**src/rtl/ht_tuple_sender.sv**
```systemverilog
// Hash-join tuple sender: streams the build relation, then the probe relation, into a
// hash table through two registered output ports, tagging each tuple with its key hash.
module ht_tuple_sender #(
    parameter logic [31:0] HASH_MULT = 32'h9E3779B1,
    parameter int          KEY_BITS  = 32
) (
    input  logic        clk,
    input  logic        reset,
    input  logic        start,

    input  logic        s_build_valid,
    output logic        s_build_ready,
    input  logic [63:0] s_build_data,
    input  logic        s_build_last,

    input  logic        s_probe_valid,
    output logic        s_probe_ready,
    input  logic [63:0] s_probe_data,
    input  logic        s_probe_last,

    output logic        out_valid_BUILD,
    output logic [63:0] out_data_BUILD,
    output logic [31:0] out_hash_BUILD,
    output logic        out_last_processed_BUILD,
    input  logic        in_ready_BUILD,

    output logic        out_valid_PROBE,
    output logic [63:0] out_data_PROBE,
    output logic [31:0] out_hash_PROBE,
    output logic        out_last_processed_PROBE,
    output logic [63:0] out_serialnum,
    input  logic        in_ready_PROBE,

    output logic        busy,
    output logic        done,
    output logic [31:0] build_count,
    output logic [31:0] probe_count
);

    typedef enum logic [2:0] {
        IDLE, BUILD, BUILD_FLUSH, PROBE, PROBE_FLUSH, DONE
    } state_t;

    state_t      state, state_nx;
    logic [63:0] serial_cnt;
    logic        b_beat, b_hs, p_beat, p_hs, start_ok;

    // Only the low KEY_BITS of a tuple form the join key.
    function automatic logic [31:0] key_hash(input logic [63:0] d);
        logic [31:0] k;
        k = '0;
        k[KEY_BITS-1:0] = d[KEY_BITS-1:0];
        return k * HASH_MULT;
    endfunction

    assign s_build_ready = (state == BUILD) && (!out_valid_BUILD || in_ready_BUILD);
    assign s_probe_ready = (state == PROBE) && (!out_valid_PROBE || in_ready_PROBE);

    assign b_beat   = s_build_valid && s_build_ready;
    assign p_beat   = s_probe_valid && s_probe_ready;
    assign b_hs     = out_valid_BUILD && in_ready_BUILD;
    assign p_hs     = out_valid_PROBE && in_ready_PROBE;
    assign start_ok = start && (state == IDLE || state == DONE);

    assign busy = (state == BUILD) || (state == BUILD_FLUSH) ||
                  (state == PROBE) || (state == PROBE_FLUSH);
    assign done = (state == DONE);

    always_ff @(posedge clk or posedge reset) begin
        if (reset) state <= IDLE;
        else       state <= state_nx;
    end

    // Flush states hold only the last-flagged beat, so its handshake ends the phase.
    always_comb begin
        state_nx = state;
        case (state)
            IDLE, DONE:  if (start) state_nx = BUILD;
            BUILD:       if (b_beat && s_build_last) state_nx = BUILD_FLUSH;
            BUILD_FLUSH: if (b_hs && out_last_processed_BUILD) state_nx = PROBE;
            PROBE:       if (p_beat && s_probe_last) state_nx = PROBE_FLUSH;
            PROBE_FLUSH: if (p_hs && out_last_processed_PROBE) state_nx = DONE;
            default:     state_nx = IDLE;
        endcase
    end

    always_ff @(posedge clk or posedge reset) begin
        if (reset) begin
            out_valid_BUILD          <= 1'b0;
            out_data_BUILD           <= '0;
            out_hash_BUILD           <= '0;
            out_last_processed_BUILD <= 1'b0;
        end else if (b_beat) begin
            out_valid_BUILD          <= 1'b1;
            out_data_BUILD           <= s_build_data;
            out_hash_BUILD           <= key_hash(s_build_data);
            out_last_processed_BUILD <= s_build_last;
        end else if (b_hs) begin
            out_valid_BUILD          <= 1'b0;
            out_last_processed_BUILD <= 1'b0;
        end
    end

    always_ff @(posedge clk or posedge reset) begin
        if (reset) begin
            out_valid_PROBE          <= 1'b0;
            out_data_PROBE           <= '0;
            out_hash_PROBE           <= '0;
            out_last_processed_PROBE <= 1'b0;
            out_serialnum            <= '0;
        end else if (p_beat) begin
            out_valid_PROBE          <= 1'b1;
            out_data_PROBE           <= s_probe_data;
            out_hash_PROBE           <= key_hash(s_probe_data);
            out_last_processed_PROBE <= s_probe_last;
            out_serialnum            <= serial_cnt;
        end else if (p_hs) begin
            out_valid_PROBE          <= 1'b0;
            out_last_processed_PROBE <= 1'b0;
        end
    end

    always_ff @(posedge clk or posedge reset) begin
        if (reset) begin
            serial_cnt  <= '0;
            build_count <= '0;
            probe_count <= '0;
        end else if (start_ok) begin
            serial_cnt  <= '0;
            build_count <= '0;
            probe_count <= '0;
        end else begin
            if (p_beat) serial_cnt <= serial_cnt + 64'd1;
            if (b_hs && build_count != 32'hFFFF_FFFF) build_count <= build_count + 32'd1;
            if (p_hs && probe_count != 32'hFFFF_FFFF) probe_count <= probe_count + 32'd1;
        end
    end

endmodule
```
**config.mk**
```make
export PLATFORM = sky130hd
export DESIGN_NAME = ht_tuple_sender
export DESIGN_NICKNAME = d
export VERILOG_FILES = /design/src/rtl/ht_tuple_sender.sv
export SDC_FILE = /design/constraint.sdc
export NUM_CORES = 2
export LEC_CHECK = 0
export ABC_AREA = 0
export CORE_UTILIZATION = 51
export CTS_CLUSTER_DIAMETER = 40
export DETAILED_ROUTE_END_ITERATION = 8
export GPL_ROUTABILITY_DRIVEN = 1
export PLACE_DENSITY = 0.87
export SYNTH_ARGS = -nofsm -noshare
export SYNTH_HDL_FRONTEND = slang
export SYNTH_SLANG_ARGS = --single-unit
```
**constraint.sdc**
```tcl
create_clock -name clk -period 12.8 [get_ports clk]
set_input_delay 2.56 -clock clk [delete_from_list [all_inputs] [get_ports clk]]
set_output_delay 2.56 -clock clk [all_outputs]
set_load 0.005 [all_outputs]
```
# Word level (Yosys, flattened, before mapping)
# Cells that the tools add are included.
dict set report word_totals {
  output_inout_bits 328
  ff_bits 391
  word_cells 77
  input_bits 137
}
dict set report op_classes {
  n_mux 18
  n_mul 2
  n_reduce_logical 29
  eq_ne 12
  n_addsub 3
}
# op count
set op_table {}
lappend op_table {{$mux 32} 4}
lappend op_table {{$mux 64} 2}
lappend op_table {{$add 32x1->32 const B} 2}
lappend op_table {{$add 64x1->64 const B} 1}
lappend op_table {{$mul 32x32->32 const B} 2}
lappend op_table {{$ne 32x32->1 const B} 2}
lappend op_table {{$mux 3} 5}
lappend op_table {{$pmux 3 s5} 1}
lappend op_table {{$logic_and 1x1->1} 13}
lappend op_table {{$reduce_bool 2->1} 5}
lappend op_table {{$ne 2x1->1 const B} 4}
lappend op_table {{$eq 3x2->1 const B} 2}
lappend op_table {{$eq 3x3->1 const B} 2}
lappend op_table {{$logic_or 1x1->1} 6}
lappend op_table {{$mux 1} 6}
lappend op_table {{$reduce_and 5->1} 1}
lappend op_table {{$eq 3x1->1 const B} 1}
lappend op_table {{$logic_not 3->1} 1}
lappend op_table {{$logic_not 1->1} 2}
lappend op_table {{$ne 2x2->1 const B} 1}
lappend op_table {{$reduce_or 2->1} 1}

# Logic depth before layout (Yosys ltp)
dict set report depth {
  depth_word 7
  depth_mapped 26
  mapped_depth_nobuf 25
}

# Worst setup path before layout
# No wires, ideal clock.
dict set report synth_timing {
  path_kind {input to register}
  startpoint {in s_build_data[4]}
  endpoint {reg out_hash_BUILD[29]}
  setup_slack_ps 4011
  t_arrival_ps 8665
  stages 25
  setup_ps 125
  path_cell_list {inv_1 fa_1 inv_1 fa_1 fa_1 inv_1 fa_1 inv_1 fa_1 inv_1 fa_1 inv_1 fa_1 inv_1 fa_1 inv_1 ha_1 and4_1 nand3_1 a2bb2oi_1 o211ai_1 o2111ai_1 nand2_1 xor2_1 mux2_2}
}
dict set report synth_via {
  elab_chain_cells 1
}
# item line_no
set synth_lines {}
lappend synth_lines {{start: declaration} 13} ;# input logic [63:0] s_build_data,
lappend synth_lines {{$mul 32x32->32} 53} ;# return k * HASH_MULT;
lappend synth_lines {{end signal: assignment} 96} ;# out_hash_BUILD <= key_hash(s_build_data);
lappend synth_lines {{end: declaration} 23} ;# output logic [31:0] out_hash_BUILD,
# No other way between the ends.
# A chain may end at the register's enable or synchronous reset.

# Final worst setup path
dict set report layout_timing {
  startpoint {in s_build_data[6]}
  endpoint {reg out_hash_BUILD[29]}
}
# Same word-level chain as after synthesis.

==> results.txt <==
Syn Area/Cell = 9.67 um^2
Post-synth ARST share = 100%
PostCTS Resize Cnt = 0
Synth Flop Type = dfrtp_1
Antenna violations before repair = 0
Die width = 258 um
Most common cell in the netlist = inv_1
DR iter-0 viols = 1,807
Starting Density = 51.8%
WL per Instance = 19.2 um
Final setup skew = 0.0361 ns
Root Buffer = clkbuf_16
Cell area after placement = 38,900 um^2
DRT antenna net count = 0
Die height = 258 um
Hold Path Cell Cnt = 2
Post-synth EDFFs = 0
Hold_buf cts = 0
Critical path's largest stage delay = 0.80 ns
FF-to-FF path depth = 7
Nets = 4,846
Fraction of layout cells with a size suffix above 1 = 4.30%
Core area = 64,600 um^2
Final hold vios = 0
Final setup vio count = 0
Status = complete, no violations
Placed insts = 4,705
Area leader, netlist = dfrtp_1
Hold Path Class = reg2reg
Clock sink total = 383
Final instance area = 41,400 um^2
Layout Cells excl Fill = 4,836
RSZ-0062 raised after global routing = false
# DRC = 0
Tcrit/Tclk final = 75.5%
First-pass GRT wire length = 150,000 um
Post-synth top cells = inv_1 (710), nand2_1 (645), fa_1 (408)
Cell row count = 93
Crit. End Element = flop
F_max = 0.103 GHz
Setup Buffers After CTS = 0
Vias in the first global route = 27.9k
Synthesized flop and latch total = 383
Worst-margin pin slew = 1.02 ns
Die ar. = 66,600 um^2
Top cells by area, synth = dfrtp_1 (29%), fa_1 (24%), ha_1 (14%)
Grt ovf = 0
Pre-antenna DRT Iters = 5
Antenna Cells = 0
I/O pin count = 465
Maximum number of pins on one net before global-route repair = 112
Max_slew headroom = 32.3%
Via count = 25.6k
TNS Setup = 0 ns
Crit-path max FO = 9
Arrival @ worst endpoint = 10.13 ns
Maximum buffer depth of the clock tree = 3
Register area share after synthesis = 28.7%
Ys Warns = 0
Post-DP HPWL = 71,100 um
Drt total wl = 93,100 um
Worst-path clk slew = 0.05 ns
CP max stage cell = clkdlybuf4s50_1
H-tree levels = 3
Num CTS Buffers = 72
Worst Path Required = 13.27 ns
Vias per cell = 5.29
Max-cap viol count = 0
Post-Synthesis Cell Area = 33,400 um^2
Post-Syn Instances = 3,458
Netlist cell types = 69
Layout area overhead = 23.9%
Share of the synthesized area in the top cell type = 28.7%
Setup crit start kind = input port
Mapped Nets = 4,380
All-Layer GR Usage = 28.9%
CTS tree = yes
Fin crit period = 9.67 ns
Gpl congestion = 1.01
Fill cells = 4,854
Input/output buffers = 464
Clk_lat worst skew = 0.62 ns
R2R Setup Slk = 9.36 ns
Critical path class = in2reg
Slew Viols, Final = 0
[cells by family (layout without fill, tap and decap cells)]
| group | Yosys count | count (layout) | share of synthesized area [%] |
|---|---|---|---|
| mux | 3 | 3 | 0.0935 |
| flops | 383 | 383 | 28.7 |
| fa+ha+maj | 785 | 785 | 38.5 |
| compound gates | 255 | 255 | 4.55 |
| xor+xnor | 227 | 227 | 5.94 |
| buf+inv | 796 | 1319 | 9.10 |
| simple gates | 1009 | 1009 | 13.1 |
[per-stage QoR]
step           util, %  worst slack (ns)  hold WS [ns]
6_report          64.2              3.13         0.470
5_1_grt           64.2              2.76         0.492
4_1_cts           64.2              3.25         0.476
3_5_place_dp      60.3              2.63         0.461
3_3_place_gp      60.3              2.76         0.456
2_1_floorplan        -              4.01         0.460
[cell usage in the layout (no fill, tap or decap), drive strengths merged, types with 52 or more instances in the layout]
cell type	Yosys	layout
o21ai	115	115
clkbuf	65	81
inv	710	725
xor2	94	94
nor2	157	157
clkdlybuf4s50	0	464
nand2	646	646
a21oi	59	59
nand3	52	52
xnor2	133	133
dfrtp	383	383
fa	408	408
ha	377	377
[worst max-delay path, delay by kind of cell]
kind / cells / cell delay [ns]
adder cells (fa/ha/maj): 9 / 4.44
AO/OA/AOI/OAI: 3 / 0.79
buffers and inverters: 9 / 1.40
multiplexers: 1 / 0.26
XOR/XNOR: 1 / 0.15
AND/OR/NAND/NOR: 3 / 0.52
[routing by layer]
metal	global-route usage (%)	part of all wire (%)	up-vias
li1	-	-	11600
met4	13.7	4.8	0
met3	7.57	8.4	283
met5	0	0	-
met2	47.2	48	970
met1	35.9	39	12700
[final timing paths]
kind                                   start                  to
setup / recovery             s_build_data[6]  out_hash_BUILD[29]
setup reg to reg                    state[2]  out_data_PROBE[10]
hold reg to reg            out_serialnum[63]   out_serialnum[63]
min in group asynchronous              reset  out_data_BUILD[63]
max in group asynchronous              reset   out_serialnum[43]
hold / removal             out_serialnum[63]   out_serialnum[63]
[final cells by class]
class | instances | area [um^2] | share of cell area, %
multi-input cells | 2279 | 20800 | 50.3
flip-flops and latches | 383 | 9580 | 23.1
repair buffers | 478 | 4760 | 11.5
inverters | 710 | 2670 | 6.44
clock buffers | 81 | 1890 | 4.55
well taps | 855 | 1070 | 2.58
clock inverters | 50 | 628 | 1.52
[registers in the layout, summed over array words and instances, names as in the netlist]
register and count:
out_valid_BUILD 1, out_serialnum 64, out_last_processed_PROBE 1, serial_cnt 64
out_valid_PROBE 1, state 3, probe_count 32, out_data_PROBE 64
out_hash_BUILD 28, out_last_processed_BUILD 1, out_data_BUILD 64, build_count 32
out_hash_PROBE 28
Power is left out: the tool's default activity adds up to more than one toggle a clock period on the data nets, which glitch-free logic cannot reach.
